[src/rtl/urv_mem_arbiter.sv]
// Arbitrates one single-port synchronous RAM between uRV fetch and data ports,
// and diverts data accesses at or above g_io_base to a handshaked MMIO port.
module urv_mem_arbiter #(
  parameter int          g_addr_width   = 14,
  parameter logic [31:0] g_io_base      = 32'h00100000,
  parameter int          g_max_dm_burst = 4,
  parameter int          g_io_timeout   = 15
) (
  input  logic                    clk_i,
  input  logic                    rst_i,
  input  logic [31:0]             im_addr_i,
  input  logic                    im_rd_i,
  output logic [31:0]             im_data_o,
  output logic                    im_valid_o,
  input  logic [31:0]             dm_addr_i,
  input  logic [31:0]             dm_data_s_i,
  input  logic [3:0]              dm_data_select_i,
  input  logic                    dm_store_i,
  input  logic                    dm_load_i,
  output logic [31:0]             dm_data_l_o,
  output logic                    dm_load_done_o,
  output logic                    dm_store_done_o,
  output logic [g_addr_width-1:0] ram_addr_o,
  output logic [31:0]             ram_data_o,
  output logic [3:0]              ram_bwe_o,
  input  logic [31:0]             ram_data_i,
  output logic [31:0]             io_addr_o,
  output logic [31:0]             io_data_o,
  output logic                    io_we_o,
  output logic                    io_re_o,
  input  logic [31:0]             io_data_i,
  input  logic                    io_ack_i,
  output logic                    bus_err_o
);

  localparam int BW = $clog2(g_max_dm_burst + 1);
  localparam int TW = $clog2(g_io_timeout + 1);
  localparam logic [BW-1:0] BURST_MAX = BW'(g_max_dm_burst);
  localparam logic [TW-1:0] TO_LAST   = TW'(g_io_timeout - 1);

  typedef enum logic [1:0] {IDLE, MEM_WAIT, MEM_DATA, IO_WAIT} state_t;
  typedef enum logic [1:0] {OWN_FETCH, OWN_LOAD, OWN_STORE} own_t;

  state_t         state;
  own_t           own;
  logic [BW-1:0]  burst_cnt;
  logic [TW-1:0]  to_cnt;
  logic [31:0]    io_rdata;

  logic dm_req, data_win, dm_is_io;
  logic unused_addr_bits;

  assign dm_req   = dm_load_i | dm_store_i;
  assign data_win = dm_req && !(im_rd_i && burst_cnt == BURST_MAX);
  assign dm_is_io = dm_addr_i >= g_io_base;
  assign unused_addr_bits = ^{im_addr_i[31:g_addr_width+2], im_addr_i[1:0], dm_addr_i[1:0]};

  always_ff @(posedge clk_i or posedge rst_i) begin
    if (rst_i) begin
      state           <= IDLE;
      own             <= OWN_FETCH;
      burst_cnt       <= '0;
      to_cnt          <= '0;
      io_rdata        <= '0;
      im_data_o       <= '0;
      im_valid_o      <= 1'b0;
      dm_data_l_o     <= '0;
      dm_load_done_o  <= 1'b0;
      dm_store_done_o <= 1'b0;
      ram_addr_o      <= '0;
      ram_data_o      <= '0;
      ram_bwe_o       <= '0;
      io_addr_o       <= '0;
      io_data_o       <= '0;
      io_we_o         <= 1'b0;
      io_re_o         <= 1'b0;
      bus_err_o       <= 1'b0;
    end else begin
      im_valid_o      <= 1'b0;
      dm_load_done_o  <= 1'b0;
      dm_store_done_o <= 1'b0;
      bus_err_o       <= 1'b0;
      ram_bwe_o       <= '0;

      case (state)
        IDLE: begin
          if (data_win) begin
            burst_cnt <= burst_cnt + 1'b1;
            own       <= dm_store_i ? OWN_STORE : OWN_LOAD;
            if (dm_is_io) begin
              io_addr_o <= dm_addr_i;
              io_data_o <= dm_data_s_i;
              io_we_o   <= dm_store_i;
              io_re_o   <= !dm_store_i;
              to_cnt    <= '0;
              state     <= IO_WAIT;
            end else begin
              ram_addr_o <= dm_addr_i[g_addr_width+1:2];
              if (dm_store_i) begin
                ram_bwe_o  <= dm_data_select_i;
                ram_data_o <= dm_data_s_i;
              end
              state <= MEM_WAIT;
            end
          end else if (im_rd_i) begin
            burst_cnt  <= '0;
            own        <= OWN_FETCH;
            ram_addr_o <= im_addr_i[g_addr_width+1:2];
            state      <= MEM_WAIT;
          end
        end

        MEM_WAIT: begin
          if (own == OWN_STORE) begin
            dm_store_done_o <= 1'b1;
            state           <= IDLE;
          end else begin
            state <= MEM_DATA;
          end
        end

        MEM_DATA: begin
          if (own == OWN_FETCH) begin
            im_data_o  <= ram_data_i;
            im_valid_o <= 1'b1;
          end else begin
            dm_data_l_o    <= ram_data_i;
            dm_load_done_o <= 1'b1;
          end
          state <= IDLE;
        end

        IO_WAIT: begin
          // Strobes still high: waiting for ack. Strobes low: ack was seen last edge.
          if (io_we_o || io_re_o) begin
            if (io_ack_i) begin
              io_we_o  <= 1'b0;
              io_re_o  <= 1'b0;
              io_rdata <= io_data_i;
            end else if (to_cnt == TO_LAST) begin
              io_we_o   <= 1'b0;
              io_re_o   <= 1'b0;
              bus_err_o <= 1'b1;
              if (own == OWN_STORE) begin
                dm_store_done_o <= 1'b1;
              end else begin
                dm_load_done_o <= 1'b1;
                dm_data_l_o    <= 32'hDEADBEEF;
              end
              state <= IDLE;
            end else begin
              to_cnt <= to_cnt + 1'b1;
            end
          end else begin
            if (own == OWN_STORE) begin
              dm_store_done_o <= 1'b1;
            end else begin
              dm_load_done_o <= 1'b1;
              dm_data_l_o    <= io_rdata;
            end
            state <= IDLE;
          end
        end

        default: state <= IDLE;
      endcase

      if (!im_rd_i) burst_cnt <= '0;
    end
  end

endmodule

[config.mk]
export PLATFORM = sky130hd
export DESIGN_NAME = urv_mem_arbiter
export DESIGN_NICKNAME = d
export VERILOG_FILES = /design/src/rtl/urv_mem_arbiter.sv
export SDC_FILE = /design/constraint.sdc
export NUM_CORES = 1
export LEC_CHECK = 0
export CORE_ASPECT_RATIO = 0.6
export CORE_MARGIN = 2
export CORE_UTILIZATION = 41
export CTS_BUF_LIST = sky130_fd_sc_hd__clkbuf_8
export CTS_CLUSTER_DIAMETER = 50
export DETAILED_ROUTE_END_ITERATION = 10
export PLACE_DENSITY = 0.9
export SLEW_MARGIN = 20
export SYNTH_ARGS = -nofsm -noshare
export SYNTH_HDL_FRONTEND = slang
export SYNTH_SLANG_ARGS = --single-unit
[constraint.sdc]
create_clock -name clk_i -period 7.1 [get_ports clk_i]
set_input_delay 1.42 -clock clk_i [delete_from_list [all_inputs] [get_ports clk_i]]
set_output_delay 1.42 -clock clk_i [all_outputs]
set_load 0.005 [all_outputs]
[Word-level counts from Yosys, hierarchy flattened]
Index checks and enable logic that the tools add are counted.
W data, S select, Z words.
Operators by class
  reduce and logical (&&, ||, !) cells: 20
  $lt $le $gt $ge: 1
  add/subtract/negate cells: 2
  bitwise logic cells: 2
  multiplexer cells: 60
  equal/unequal tests: 19
Operator list (count)
  $mux W32: 6
  $pmux W32 S2: 1
  $mux W14: 3
  $mux W4: 9
  $ge A32 B21 Y1 const B: 1
  $mux W1: 22
  $mux W2: 10
  $ne A2 B2 Y1 const B: 8
  $ne A3 B3 Y1 const B: 4
  $reduce_and A3 Y1: 4
  $reduce_and A5 Y1: 2
  $mux W3: 3
  $pmux W1 S2: 4
  $pmux W2 S4: 1
  $pmux W4 S2: 1
  $eq A2 B2 Y1 const B: 3
  $reduce_and A6 Y1: 1
  $reduce_bool A2 Y1: 3
  $add A4 B1 Y4 const B: 1
  $eq A4 B4 Y1 const B: 1
  $logic_not A2 Y1: 2
  $reduce_and A2 Y1: 2
  $reduce_and A4 Y1: 1
  $add A3 B1 Y3 const B: 1
  8 further kinds: 10
Storage, ports and cells
  logic and storage cells: 122
  input port bits: 170
  bits in registers: 227

[Logic depth before layout (Yosys ltp)]
Gate-level depths: netlist of run 1.
  depth after elaboration: 7
  gate-level depth with buffers: 7
  gate-level depth less buffers: 6

[Worst setup path after synthesis of run 1]
Ideal clock, no wire load.
  path kind: input port to flip-flop
  from: input port dm_addr_i[28]
  to: register ram_addr_o[5]
  buffers on the path: 1
  stages: 5
  path slack: 4.133 ns
  data arrival time: 2.842 ns
  path through: nor4_2 nand3_2 o41ai_4 buf_6 mux2_2
On the way
  word-level cells in the longest chain between the ends: 3
RTL lines
  start: declaration: line 15  | input logic [31:0] dm_addr_i,
  $ge A32 B21 Y1: line 55  | assign dm_is_io = dm_addr_i >= g_io_base;
  $ne A2 B2 Y1 (no source line)
  $reduce_and A3 Y1 (no source line)
  end signal: assignment: line 98  | ram_addr_o <= dm_addr_i[g_addr_width+1:2];
  end signal: assignment: line 108  | ram_addr_o <= im_addr_i[g_addr_width+1:2];
  end: declaration: line 23  | output logic [g_addr_width-1:0] ram_addr_o,
Every way passes these cells.
A chain may end at the register's enable or synchronous reset.

[Worst setup path after layout of run 1]
  from: input port dm_store_i
  to: register io_data_o[25]
On the way
  word-level cells in the longest chain between the ends: 3
RTL lines
  start: declaration: line 18  | input logic dm_store_i,
  $or A1 B1 Y1: line 53  | assign dm_req = dm_load_i | dm_store_i;
  $logic_and A1 B1 Y1: line 54  | assign data_win = dm_req && !(im_rd_i && burst_cnt == BURST_MAX);
  $reduce_and A3 Y1 (no source line)
  end signal: assignment: line 92  | io_data_o <= dm_data_s_i;
  end: declaration: line 28  | output logic [31:0] io_data_o,
Every way passes these cells.

==> results.rst, run 1 <==
.. list-table::
   :header-rows: 1

   * - Metric
     - Value
   * - Number of buffers and inverters on the critical path
     - 2
   * - Sequential area share after synthesis
     - roughly 62%
   * - Post-route ant nets
     - 0
   * - Sequential cell fraction of total power
     - 39.6%
   * - Category of cells accounting for the largest share of critical-path delay
     - buffers and inverters
   * - Max stage delay cell, worst path
     - sky130_fd_sc_hd__clkdlybuf4s50_1
   * - Cell-by-cell trace of the critical path
     - clkdlybuf4s50_1, nor2_1, a21oi_4, and3_1, buf_4, mux2_2
   * - Highest Clock Rate
     - 283 MHz
   * - Tcrit/Tclk final
     - between 40 and 50%
   * - Clock Latency Late Sink
     - roughly 0.51 ns
   * - Depth of the worst register-to-register path
     - 5
   * - Setup skew after layout
     - between 0.015 and 0.02 ns
   * - Floorplan Core Area
     - between 0.02 and 0.025 mm^2
   * - Number of failing hold endpoints at the final stage
     - 0
   * - Clk pwr share
     - between 10% and 20%
   * - Critical path arrival
     - about 3.9 ns
   * - Combined area of all synthesized cells
     - ~0.0092 mm^2
   * - Critical path's largest stage delay
     - 0.57 ns
   * - Mean number of vias per cell
     - slightly above 5
   * - Area fraction of the dominant cell type after synthesis
     - between 60% and 70%
   * - Total clock buffers created by CTS
     - 35
   * - WL per Instance
     - roughly 20 um
   * - Detailed Place HPWL
     - ~18,000 um
   * - Cells on Worst Hold Path
     - 1
   * - Detailed-route DRC error count
     - 0
   * - Top cells by area in the synthesized netlist
     - sky130_fd_sc_hd__dfrtp_1 62%, sky130_fd_sc_hd__mux2_2 19%, sky130_fd_sc_hd__mux2_1 5.1%
   * - Sinks on the clock net
     - 227
   * - Synth warnings
     - 0
   * - Pint
     - roughly 3.8 mW
   * - Global-route usage over all layers
     - approximately 22%
   * - Leading register cell type out of synthesis
     - sky130_fd_sc_hd__dfrtp_1
   * - Cell type with the highest aggregate area in the netlist
     - sky130_fd_sc_hd__dfrtp_1
   * - FILL cells
     - 1,655
   * - Post-CTS setup buffer count
     - 0
   * - CP endpoint kind
     - flop
   * - TritonCTS clock tree
     - yes
   * - Area Overhead vs Synth
     - 47.3%
   * - Sum of overflow across all layers after global routing
     - 0
   * - Kind of critical path
     - input port to flop
   * - Iter 0 DRT Violations
     - about 240
   * - Final setup vio count
     - 0
   * - Switching power
     - between 1.5 and 2 mW
   * - Antenna violations before repair
     - 0
   * - Die Height
     - 120 um
   * - Total power divided by cell area
     - 403 mW/mm^2
   * - Sum of negative setup slack
     - 0 ns
   * - Total die area
     - between 0.02 and 0.025 mm^2
   * - Final design utilization
     - approximately three fifths
   * - Synthesized net count
     - a little under 800
   * - FFs w/ async S/R, synth
     - 100%
   * - Setup Slack @ Placement
     - between 2 and 2.5 ns
   * - Max clock buf depth
     - 3
   * - Worst endpoint required time
     - roughly 7.5 ns
   * - Diode insertion count for antenna repair
     - 0
   * - Port Buf Inserts
     - around 340
   * - Vias in the first global route
     - between 7,000 and 8,000
   * - Die boundary width
     - roughly 200 um
   * - Number of standard cells after synthesis
     - 621
   * - Wirelength, routed
     - roughly 26,000 um
   * - Logic gate share of total power
     - between 40% and 50%
   * - Most frequent cells in the layout
     - 335 x sky130_fd_sc_hd__clkdlybuf4s50_1, 227 x sky130_fd_sc_hd__dfrtp_1, 155 x sky130_fd_sc_hd__mux2_2
   * - Launching element type of the critical path
     - input port
   * - Largest net degree at the start of global routing
     - approximately 120
   * - Total Power Consumption
     - roughly 5.5 mW
   * - Drt pass-1 iters
     - 5
   * - Seq cells post-synth
     - between 200 and 250
   * - Number of different library cells in the post-synthesis netlist
     - between 40 and 50
   * - Mapped Avg Cell Area
     - 14.8 um^2
   * - Count of flip-flops with a built-in enable after synthesis
     - 0
   * - Run status
     - completed
   * - Level count of the clock H-tree
     - 2
   * - VDD IR-drop max
     - 0.208 mV
   * - Share of final-layout standard cells stronger than drive strength 1
     - ~22%
   * - Commonest non-fill, non-tap cell in the layout
     - sky130_fd_sc_hd__clkdlybuf4s50_1
   * - Routed via count
     - approximately 6,500
   * - Critical path fanouts, max
     - 26
   * - Count of nets after finishing
     - around 1,100
   * - Slew at the pin closest to its max-slew limit
     - ~1.1 ns
   * - Headroom to the max-slew limit
     - approximately 25%
   * - Hold Crit Class
     - flop to flop
   * - Cells resized by post-CTS repair
     - 0
   * - CTS Hold Buffers Added
     - 0
   * - Cell at the root of the clock tree
     - sky130_fd_sc_hd__clkbuf_8
   * - Static leakage
     - roughly 6 nW
   * - Total of max-cap violations
     - 0
   * - Max-slew violation total from the final report
     - 0
   * - Number of top-level pins
     - roughly 350
   * - Logic depth of the worst setup path including buffers
     - 6
   * - Sw Ratio
     - around 30%
   * - Post-layout worst setup margin
     - 3.56 ns
   * - Final critical path time including I/O delays and setup
     - approximately 3.5 ns
   * - Worst-path clk slew
     - 0.06 ns
   * - Initial cell density of the core
     - 41.8%
   * - Setup repair after global routing missed its margin
     - false
   * - First-pass GRT wire length
     - around 40,000 um
   * - Std-Cell Rows
     - 42
   * - Final RePlAce weighted congestion
     - between 0.7 and 0.8
-- layer usage --
metal | wire (um) | GRT usage, % | vias to the layer above
li1 | - | - | 2938
met1 | 10800 | 27.3 | 3252
met2 | 12400 | 36.9 | 244
met3 | 2270 | 7.45 | 42
met4 | 491 | 6.11 | 0
met5 | 0 | 0 | -
-- logic make-up (layout without fill, tap and decap cells) --
family,Yosys count,count (layout),share of synthesized area (%)
compound gates,62,62,4.86
mux,222,222,26.8
flops,227,227,61.7
simple gates,46,46,3.07
fa+ha+maj,4,4,0.544
buf+inv,59,433,2.86
xor+xnor,1,1,0.0952
-- power by group through the flow --
| stage | Combinational [mW] | Sequential [mW] | Clock [mW] |
|---|---|---|---|
| 6_report | 2.25 | 2.16 | 1.05 |
| 2_1_floorplan | 1.01 | 2.15 | 0 |
| 4_1_cts | 2.28 | 2.16 | 1.09 |
| 3_3_place_gp | 2.20 | 2.13 | 0 |
| 5_1_grt | 2.42 | 2.22 | 1.15 |
| 3_5_place_dp | 2.26 | 2.18 | 0 |
-- sequential cells by signal, summed over array words and instances (netlist names) --
signal / count
io_re_o: 1
io_addr_o: 32
io_rdata: 32
ram_bwe_o: 4
dm_data_l_o: 32
dm_store_done_o: 1
im_data_o: 32
burst_cnt: 3
ram_addr_o: 14
dm_load_done_o: 1
state: 2
io_data_o: 32
ram_data_o: 32
to_cnt: 4
own: 2
im_valid_o: 1
io_we_o: 1
bus_err_o: 1
-- synthesized netlist by cell type, types with 3 or more instances --
library cell               count
sky130_fd_sc_hd__dfrtp_1     227
sky130_fd_sc_hd__mux2_2      155
sky130_fd_sc_hd__mux2_1       42
sky130_fd_sc_hd__inv_1        30
sky130_fd_sc_hd__mux2i_1      25
sky130_fd_sc_hd__o22ai_1      24
sky130_fd_sc_hd__buf_2        21
sky130_fd_sc_hd__nand2_1      13
sky130_fd_sc_hd__o21ai_0       9
sky130_fd_sc_hd__a22o_1        8
sky130_fd_sc_hd__and2_1        6
sky130_fd_sc_hd__nor2_1        6
sky130_fd_sc_hd__nand3_1       5
sky130_fd_sc_hd__ha_1          4
sky130_fd_sc_hd__nor3_1        4
sky130_fd_sc_hd__a21boi_0      3
sky130_fd_sc_hd__a31oi_1       3
sky130_fd_sc_hd__buf_1         3
sky130_fd_sc_hd__nor4_2        3
sky130_fd_sc_hd__o211ai_1      3
-- path summary, 6_finish.rpt --
path	from	slack, ns	endpoint
hold reg to reg	ram_data_o[5]	0.48	ram_data_o[5]
hold / removal	ram_data_o[5]	0.48	ram_data_o[5]
setup / recovery	dm_store_i	3.56	io_data_o[25]
setup reg to reg	state[0]	4.30	io_rdata[7]
max in group asynchronous	rst_i	4.30	io_data_o[8]
min in group asynchronous	rst_i	1.43	dm_data_l_o[11]
-- through the flow --
stage | instances | hold WS [ns] | instance area [um^2]
5_1_grt | 1281 | 0.503 | 13600
3_3_place_gp | 1221 | 0.467 | 12800
2_1_floorplan | 621 | 0.480 | 9200
4_1_cts | 1280 | 0.487 | 13500
6_report | 1281 | 0.485 | 13600
3_5_place_dp | 1221 | 0.474 | 12800
-- worst register-to-register path, cell delays in order, from the launching register on --
cell                       delay [ns]
sky130_fd_sc_hd__dfrtp_1         0.75
sky130_fd_sc_hd__and2_1          0.22
sky130_fd_sc_hd__buf_4           0.34
sky130_fd_sc_hd__nand3b_1        0.59
sky130_fd_sc_hd__buf_4           0.46
sky130_fd_sc_hd__mux2_2          0.32
-- area by class of cell --
cell class	instances	area (um^2)	area share [%]
Tap cell	286	358	2.64
Clock inverter	15	61.3	0.452
Inverter	30	116	0.859
Timing Repair Buffer	344	3450	25.4
Clock buffer	44	606	4.47
Sequential cell	227	5680	41.9
Multi-Input combinational cell	335	3280	24.2
Power figures use the tool's default switching activity.
==> inputs of run 2 (changes only) <==
- CORE_UTILIZATION: 41 -> 45
- PLACE_DENSITY: 0.9 -> 0.93
- clock period: 7.1 -> 3.6 ns (I/O delays scaled with it)
==> run 2 against run 1 <==
Net effect:
- clock-buffer cell count increased by 2
- register-to-register slack worse by 3.1 ns
- setup slack worse by 2.4 ns
- sequential power up 98%
- cell area up 1.2%
- flip-flop and latch count unchanged
- via count rose by 2.8%
- sequential share of layout area shrank 0.50 points
- first-iteration DRC count is 35% higher
- die area down 8.7%
- total power increased by 100%
==> results.rst, run 2 (synthesized netlist as in run 1, its figures left out) <==
.. list-table::
   :header-rows: 1

   * - Metric
     - Value
   * - Port Buf Inserts
     - 335 (unchanged)
   * - Post-route ant nets
     - 0 (unchanged)
   * - Dpl cell area
     - 0.0130 mm^2 (+1.1%)
   * - Kind of critical path
     - input port to flop
   * - Post-CTS setup buffer count
     - 0 (unchanged)
   * - Setup repair after global routing missed its margin
     - false
   * - Std-Cell Rows
     - 40 (-4.8%)
   * - Number of top-level pins
     - 354 (unchanged)
   * - Highest Clock Rate
     - 405 MHz
   * - VDD IR-drop max
     - 0.421 mV (+100%)
   * - Sinks on the clock net
     - 227 (unchanged)
   * - Routed via count
     - 6,656 (+2.8%)
   * - Cell-by-cell trace of the critical path
     - clkdlybuf4s50_1, a311oi_1, nand2_1, nor2_4, buf_12, mux2_1
   * - Critical path's largest stage delay
     - 0.53 ns (-0.04 ns)
   * - Diode insertion count for antenna repair
     - 0 (unchanged)
   * - Slew at the pin closest to its max-slew limit
     - 0.965 ns (-0.152 ns)
   * - Die boundary width
     - 189 um (-4.5%)
   * - Area of all placed cells without fillers
     - 0.0137 mm^2 (+1.2%)
   * - Critical path fanouts, max
     - 26 (unchanged)
   * - Global-route usage over all layers
     - 23.7% (+1.7 points)
   * - Total die area
     - 0.0216 mm^2 (-8.7%)
   * - Final Hold Slack
     - 0.485 ns (+0.000325 ns)
   * - Level count of the clock H-tree
     - 2 (unchanged)
   * - Critical path arrival
     - 2.83 ns (-1.08 ns)
   * - Hold Crit Class
     - flop to flop
   * - Worst Min Path Start
     - ram_data_o[10]
   * - Total clock buffers created by CTS
     - 35 (unchanged)
   * - Area Overhead vs Synth
     - 49.1%
   * - Max-slew violation total from the final report
     - 0 (unchanged)
   * - Post-layout instance count excluding filler cells
     - 1,282 (+0.078%)
   * - Mean number of vias per cell
     - 5.19 (+2.7%)
   * - CTS Hold Buffers Added
     - 0 (unchanged)
   * - WL per Instance
     - 19.8 um (-2.3%)
   * - Area occupied by multi-input gates
     - 0.00327 mm^2 (-0.46%)
   * - Worst-path clk slew
     - 0.06 ns (about the same)
   * - Flip-flop and latch area
     - 0.00568 mm^2 (unchanged)
   * - Commonest non-fill, non-tap cell in the layout
     - sky130_fd_sc_hd__clkdlybuf4s50_1
   * - CP endpoint kind
     - flop
   * - Most frequent cells in the layout
     - 335 x sky130_fd_sc_hd__clkdlybuf4s50_1, 227 x sky130_fd_sc_hd__dfrtp_1, 155 x sky130_fd_sc_hd__mux2_2
   * - Tcrit/Tclk final
     - roughly 70%
   * - Die Height
     - 115 um (-4.4%)
   * - Count of nets after finishing
     - 1,161 (+1.2%)
   * - Initial cell density of the core
     - 46.0% (+4.2 points)
   * - Cells resized by post-CTS repair
     - 0 (unchanged)
   * - Antenna violations before repair
     - 1 (+1)
   * - Final RePlAce weighted congestion
     - 0.825 (+11%)
   * - Detailed-route DRC error count
     - 0 (unchanged)
   * - Run status
     - completed
   * - Max stage delay cell, worst path
     - sky130_fd_sc_hd__clkdlybuf4s50_1
   * - Total power divided by cell area
     - 799 mW/mm^2 (+98%)
   * - Clock Latency Late Sink
     - 0.50 ns (about the same)
   * - Detailed Place HPWL
     - 18,300 um (+0.15%)
   * - Origin of the critical flop-to-flop path
     - state[0]
   * - Setup skew after layout
     - 0.0275 ns (+0.0105 ns)
   * - Drt pass-1 iters
     - 4 (-1)
   * - Cell at the root of the clock tree
     - sky130_fd_sc_hd__clkbuf_8
   * - Worst endpoint required time
     - 3.96 ns (-3.51 ns)
   * - Number of failing hold endpoints at the final stage
     - 0 (unchanged)
   * - Worst setup slack for register-to-register paths
     - 1.22 ns (-3.08 ns)
   * - Iter 0 DRT Violations
     - 317 (+35%)
   * - Launching element type of the critical path
     - input port
   * - Static leakage
     - 5.97 nW (+1.4%)
   * - Largest net degree at the start of global routing
     - 53 (-57%)
   * - Total of max-cap violations
     - 0 (unchanged)
   * - Share of final-layout standard cells stronger than drive strength 1
     - 24.2% (+1.8 points)
   * - Final critical path time including I/O delays and setup
     - between 2 and 2.5 ns
   * - Sum of overflow across all layers after global routing
     - 0 (unchanged)
   * - Wirelength, routed
     - 25,400 um (-2.2%)
   * - Headroom to the max-slew limit
     - 35.5% (+10 points)
   * - TritonCTS clock tree
     - yes
   * - FILL cells
     - 1,363 (-18%)
   * - Max clock buf depth
     - 3 (unchanged)
   * - First-pass GRT wire length
     - 39,800 um (-0.93%)
   * - Final setup vio count
     - 0 (unchanged)
   * - Vias in the first global route
     - 7,181 (+1.3%)
   * - Placed Cells
     - 1,223 (+0.16%)
   * - Beginning of the critical path
     - im_rd_i
   * - Floorplan Core Area
     - 0.0200 mm^2 (-9.1%)
run 2: changes by cell type in the layout (fill, tap and decap cells not counted):
cell and delta:
sky130_fd_sc_hd__a21oi_2 +1, sky130_fd_sc_hd__a21oi_4 -1, sky130_fd_sc_hd__buf_12 +3, sky130_fd_sc_hd__buf_4 +11, sky130_fd_sc_hd__bufinv_16 +1, sky130_fd_sc_hd__clkbuf_8 +2, sky130_fd_sc_hd__clkinv_2 +3, sky130_fd_sc_hd__clkinvlp_4 +1
sky130_fd_sc_hd__inv_1 -7, sky130_fd_sc_hd__nand3_2 +1, sky130_fd_sc_hd__nand3_4 -1
run 2: metal layers:
layer  track usage (%)  share of wire (%)  routed length (um)
met5                 0              0.051                  13
met2              39.2                 48               12100
met4              7.81                2.6                 671
met1              30.1                 41               10400
met3              7.48                8.5                2150
run 2: critical path, delay by kind of cell:
kind,cells,cell delay [ns]
AND/OR/NAND/NOR,2,0.53
buffers and inverters,2,0.77
AO/OA/AOI/OAI,1,0.42
multiplexers,1,0.35
run 2: layout make-up:
type / instances / area share, %
repair buffers: 358 / 26.2
flip-flops and latches: 227 / 41.4
multi-input cells: 335 / 23.8
clock buffers: 46 / 4.62
well taps: 273 / 2.49
inverters: 30 / 0.848
clock inverters: 13 / 0.639
run 2: path summary, 6_finish.rpt:
check | endpoint | cells after the start
max | ram_data_o[17] | 6
min | ram_data_o[10] | 1
max reg2reg | ram_data_o[17] | 5
min reg2reg | ram_data_o[10] | 1
max in group asynchronous | io_addr_o[23] | 3
min in group asynchronous | dm_load_done_o | 2
run 2: power breakdown:
| group | leakage [nW] | switching [mW] | total, mW | internal (mW) |
|---|---|---|---|---|
| combinational | 2.79 | 1.65 | 4.48 | 2.83 |
| sequential | 2.78 | 0.640 | 4.27 | 3.63 |
| clock | 0.393 | 0.986 | 2.20 | 1.21 |
| total | 5.97 | 3.28 | 11.0 | 7.68 |
run 2: stage by stage:
step           setup slack [ns]  utilization (%)  TNS [ns]  total power, mW
2_1_floorplan           -0.0860                -    -19.52             6.24
3_3_place_gp              0.673             64.9         0             8.58
3_5_place_dp              0.607             64.9         0             8.81
4_1_cts                    1.14             68.5         0             11.1
5_1_grt                   0.955             68.5         0             11.6
6_report                   1.13             68.5         0             11.0
==> inputs of run 3 (changes only) <==
- clock period: 3.6 -> 2.3 ns (I/O delays scaled with it)
==> run 3 against run 2 <==
Net effect:
- combinational power increased by 65%
- clock-buffer cell count decreased by 5
- core utilization increased by 0.91 points
- via count increased by 1.3%
- cell area increased by 1.3%
- die area unchanged
- worst hold slack got worse by 0.18 ns
- non-clock buffer count increased by 23
- clock power increased by 40%
- critical path type is now flop to flop
- critical endpoint is now io_data_o[7]
==> results.rst, run 3 (synthesized netlist as in run 1, its figures left out) <==
.. list-table::
   :header-rows: 1

   * - Metric
     - Value
   * - Hold Crit Class
     - input port to async pin
   * - Diode insertion count for antenna repair
     - 0 (unchanged)
   * - Final setup vio count
     - 0 (unchanged)
   * - Reg-to-reg endpoint
     - io_data_o[7]
   * - Area Overhead vs Synth
     - 51.1%
   * - Depth of the worst register-to-register path
     - 7 (+2)
   * - Share of final-layout standard cells stronger than drive strength 1
     - 25.1% (+0.94 points)
   * - VDD IR-drop max
     - 0.774 mV (+84%)
   * - Level count of the clock H-tree
     - 2 (unchanged)
   * - Critical path fanouts, max
     - 26 (unchanged)
   * - Max stage delay cell, worst path
     - sky130_fd_sc_hd__dfrtp_1
   * - Iter 0 DRT Violations
     - 380 (+20%)
   * - Mean number of vias per cell
     - 5.18 (-0.14%)
   * - Max clock buf depth
     - 3 (unchanged)
   * - Highest Clock Rate
     - 470 MHz
   * - Std-Cell Rows
     - 40 (unchanged)
   * - Sum of overflow across all layers after global routing
     - 0 (unchanged)
   * - Initial cell density of the core
     - 46.0% (unchanged)
   * - Port Buf Inserts
     - 335 (unchanged)
   * - Total power divided by cell area
     - 1240 mW/mm^2 (+55%)
   * - Slew at the pin closest to its max-slew limit
     - 0.729 ns (-0.236 ns)
   * - Routed via count
     - 6,740 (+1.3%)
   * - Total Power Consumption
     - 17.2 mW (+57%)
   * - Beginning of the critical path
     - burst_cnt[0]
   * - FILL cells
     - 1,363 (unchanged)
   * - Drt pass-1 iters
     - 4 (unchanged)
   * - Cell at the root of the clock tree
     - sky130_fd_sc_hd__clkbuf_8
   * - Total clock buffers created by CTS
     - 35 (unchanged)
   * - Placed Cells
     - 1,246 (+1.9%)
   * - Number of top-level pins
     - 354 (unchanged)
   * - Sinks on the clock net
     - 227 (unchanged)
   * - Final critical path time including I/O delays and setup
     - ~2.1 ns
   * - Setup Slack @ Placement
     - -0.184 ns (-0.791 ns)
   * - Die Height
     - 115 um (unchanged)
   * - Kind of critical path
     - flop to flop
   * - Commonest non-fill, non-tap cell in the layout
     - sky130_fd_sc_hd__clkdlybuf4s50_1
   * - Cell-by-cell trace of the critical path
     - inv_1, ha_1, and2_1, a21oi_2, and3_1, buf_12, mux2_2
   * - Post-CTS setup buffer count
     - 0 (unchanged)
   * - Critical path arrival
     - 2.50 ns (-0.33 ns)
   * - Die boundary width
     - 189 um (unchanged)
   * - Worst endpoint required time
     - 2.67 ns (-1.29 ns)
   * - CP Capture Point
     - io_data_o[7]
   * - Largest net degree at the start of global routing
     - 64 (+21%)
   * - Run status
     - completed
   * - Clock Latency Late Sink
     - 0.49 ns (about the same)
   * - Flip-flop and latch area
     - 0.00568 mm^2 (unchanged)
   * - Vias in the first global route
     - 7,363 (+2.5%)
   * - Total of max-cap violations
     - 0 (unchanged)
   * - Detailed Place HPWL
     - 19,700 um (+7.3%)
   * - Count of nets after finishing
     - 1,184 (+2.0%)
   * - Floorplan Core Area
     - 0.0200 mm^2 (unchanged)
   * - Static leakage
     - 6.08 nW (+1.9%)
   * - Launching element type of the critical path
     - flop
   * - Wirelength, routed
     - 26,600 um (+4.7%)
   * - Most frequent cells in the layout
     - 335 x sky130_fd_sc_hd__clkdlybuf4s50_1, 227 x sky130_fd_sc_hd__dfrtp_1, 155 x sky130_fd_sc_hd__mux2_2
   * - Global-route usage over all layers
     - 24.4% (+0.63 points)
   * - Headroom to the max-slew limit
     - 51.2% (+16 points)
   * - CP endpoint kind
     - flop
   * - Setup skew after layout
     - 0.0106 ns (-0.0169 ns)
   * - Total die area
     - 0.0216 mm^2 (unchanged)
   * - Antenna violations before repair
     - 1 (unchanged)
   * - Cells resized by post-CTS repair
     - 0 (unchanged)
   * - Detailed-route DRC error count
     - 0 (unchanged)
   * - Setup repair after global routing missed its margin
     - false
   * - Critical path's largest stage delay
     - 0.36 ns (-0.17 ns)
   * - Area occupied by multi-input gates
     - 0.00327 mm^2 (unchanged)
   * - First-pass GRT wire length
     - 41,000 um (+2.8%)
   * - Origin of the critical flop-to-flop path
     - burst_cnt[0]
   * - Post-route ant nets
     - 0 (unchanged)
   * - WL per Instance
     - 20.4 um (+3.3%)
   * - Post-layout worst setup margin
     - 0.172 ns (-0.956 ns)
   * - Worst setup slack for register-to-register paths
     - 0.17 ns (-1.05 ns)
   * - CTS Hold Buffers Added
     - 0 (unchanged)
   * - Max-slew violation total from the final report
     - 0 (unchanged)
   * - Tcrit/Tclk final
     - ~93%
   * - Worst-path clk slew
     - 0.06 ns (about the same)
   * - Final RePlAce weighted congestion
     - 0.829 (+0.44%)
   * - Post-layout instance count excluding filler cells
     - 1,300 (+1.4%)
   * - Number of failing hold endpoints at the final stage
     - 0 (unchanged)
   * - TritonCTS clock tree
     - yes
## run 3: cell count changes in the layout (fill, tap and decap cells not counted), moves of 2 or more
cell,before,now
sky130_fd_sc_hd__buf_4,18,32
sky130_fd_sc_hd__inv_1,35,39
sky130_fd_sc_hd__clkinvlp_4,3,1
sky130_fd_sc_hd__buf_12,5,14
sky130_fd_sc_hd__clkbuf_8,46,41
## run 3: where the power goes
group | internal [mW] | switching [mW]
clock | 1.60 | 1.49
sequential | 5.69 | 1.03
combinational | 4.66 | 2.73
total | 12.0 | 5.25
## run 3: cell type report
class                           instances  share of cell area, %
Tap cell                              273                   2.46
Timing Repair Buffer                  381                   27.9
Multi-Input combinational cell        335                   23.5
Inverter                               30                  0.837
Clock buffer                           41                   4.06
Clock inverter                         13                  0.378
Sequential cell                       227                   40.9
## run 3: how the worst min path moves through the flow
stage	startpoint	endpoint	cells after the start
after floorplan	io_rdata[30]	io_rdata[30]	1
after global placement	ram_data_o[9]	ram_data_o[9]	1
after detailed placement	ram_data_o[31]	ram_data_o[31]	1
after CTS	rst_i	im_data_o[3]	2
after global routing	rst_i	im_data_o[4]	2
final	rst_i	im_data_o[2]	2
## run 3: layer usage
metal	part of all wire (%)	vias up	GRT usage, %
met5	0.049	-	0
met2	49	274	41.9
li1	-	3007	-
met4	2.7	2	8.13
met3	8.3	54	7.91
met1	40	3403	29.4
## run 3: per-stage QoR
stage               hold WS [ns]  instance area (um^2)  TNS, ns  utilization (%)
floorplan                  0.480                  9200  -255.60                -
global placement           0.468                 13300   -11.04             66.3
detailed placement         0.474                 13300   -14.60             66.3
CTS                        0.282                 13900        0             69.4
global route               0.297                 13900        0             69.4
finish                     0.303                 13900        0             69.4
## run 3: critical path: cells and delay by family (launching register included)
family	cells	cell delay [ns]
flops	1	0.36
compound gates	1	0.30
simple gates	2	0.46
buf+inv	2	0.28
fa+ha+maj	1	0.22
mux	1	0.36
==> edit (settings of run 3) <==
Encoding of `state_t`: now Gray code (2 bits for 4 states).
--- a/src/rtl/urv_mem_arbiter.sv
+++ b/src/rtl/urv_mem_arbiter.sv
@@ -40,3 +40,3 @@
 
-  typedef enum logic [1:0] {IDLE, MEM_WAIT, MEM_DATA, IO_WAIT} state_t;
+  typedef enum logic [1:0] {IDLE = 2'b00, MEM_WAIT = 2'b01, MEM_DATA = 2'b11, IO_WAIT = 2'b10} state_t;
   typedef enum logic [1:0] {OWN_FETCH, OWN_LOAD, OWN_STORE} own_t;
Behaviour: no difference found for any inputs over 4 cycles, from zero or initial values and one cycle with rst_i high; so few cycles prove little.
==> edit against run 3 <==
- sequential cell count unchanged
- wire length decreased by 1.7%
- sequential power decreased by 1%
- final area grew 2.0%
- power up 2.7%
- non-clock buffer count is 6 lower
- core utilization is 1.5 points lower
- die area is 3.5% higher
- synthesized area grew 3.6%
- worst setup slack lost 23 ps
- largest power group unchanged
==> edit: results (changes against run 3) <==
grt_pass1_vias: 7331  # -0.43%
final_cells: 1319  # +1.5%
dr.first_iter.drc_count: 221  # -42%
synth_cell_types: 50  # +19%
dpl_worst_slack_ps: -323  # -140 ps
clock_skew_ps: 15.1  # +4.48 ps
num-nets-final: 1200  # +1.4%
critPathArrivalTime_ps: 2540  # +40 ps
r2r_end: "dm_data_l_o[7]"
firstDrtPassIters: 4  # unchanged
nonClockInverterCount: 34  # +13%
slowest_stage: "nor4_2"
seq_share_pct: 40.1  # -0.82 points
antenna_found_initial: 0  # -1
grt_use_met3_pct: 7.75  # -0.15 points
worstSkewPairLatency_ps: 510  # +20 ps
num-multi-input-gates: 349  # +4.2%
crit_path_start: "dm_addr_i[28]"
outcome: "complete, no violations"
clkCellAreaFrac_pct: 4.67  # +0.23 points
drive_above_1_share_pct: 29.0  # +3.9 points
critPathMaxStageDelay_ps: 550  # +190 ps
fill_cells: 1410  # +3.4%
via_per_inst: 5.13  # -0.99%
slew_headroom_pct: 46.3  # -4.9 points
synth_area_per_cell_sq_um: 14.9  # +0.52%
power_leakage_nw: 6.38  # +4.9%
crit_end: "ram_data_o[4]"
synthTopCellsByCount: "227 x dfrtp_1, 157 x mux2_2, 43 x mux2_4"
grt_max_degree: 71  # +11%
ir_drop_uv: 786  # +1.5%
min_period_over_period_pct: 93.5  # +1.0 points
use_met1_pct: 29.8  # +0.41 points
r2r_start: "state[0]"
multi_input_area_sq_um: 3550  # +8.6%
ys_seq_area_share_pct: 59.6  # -2.1 points
grt_usage_pct: 23.3  # -1.1 points
n_clock_buffer: 42  # +2.4%
synth_area_leaders: "dfrtp_1 60%, mux2_2 19%, mux2_4 6.8%"
hpwl_um: 19000  # -3.4%
global_route.usage.met2_pct: 38.4  # -3.5 points
buf_share_pct: 26.8  # -1.0 points
whs_ps: 273  # -29.9 ps
n_all_buffers: 375  # -1.6%
grt_pass1_wl_um: 40100  # -2.0%
edit: changes by cell type after synthesis, moves of 3 or more:
cell	change
o21ai_0	-5
o22ai_1	-4
and2_1	-5
inv_1	+4
mux2_1	-42
ha_1	+4
mux2_4	+43
a22o_1	+3
nor2_1	+6
buf_6	+6
nand2_1	-3
clkbuf_1	+8
buf_2	-15
edit: report_power, final:
part	total, mW	switching, mW	internal [mW]
clock	3.33	1.57	1.76
sequential	6.65	0.961	5.68
combinational	7.70	2.87	4.83
edit: kinds of logic (layout without fill, tap and decap cells):
group           after synthesis  count (layout)  share of synthesized area, %
fa+ha+maj                     8               8                          1.05
mux                         225             225                          28.0
compound gates               57              57                          4.33
buf+inv                      64             464                          3.27
flops                       227             227                          59.6
simple gates                 59              59                          3.79
edit: per-layer routing:
layer | wire length [um] | part of all wire (%)
met5 | 0 | 0
met4 | 399 | 1.5
met3 | 2210 | 8.5
met2 | 12400 | 48
met1 | 11100 | 42
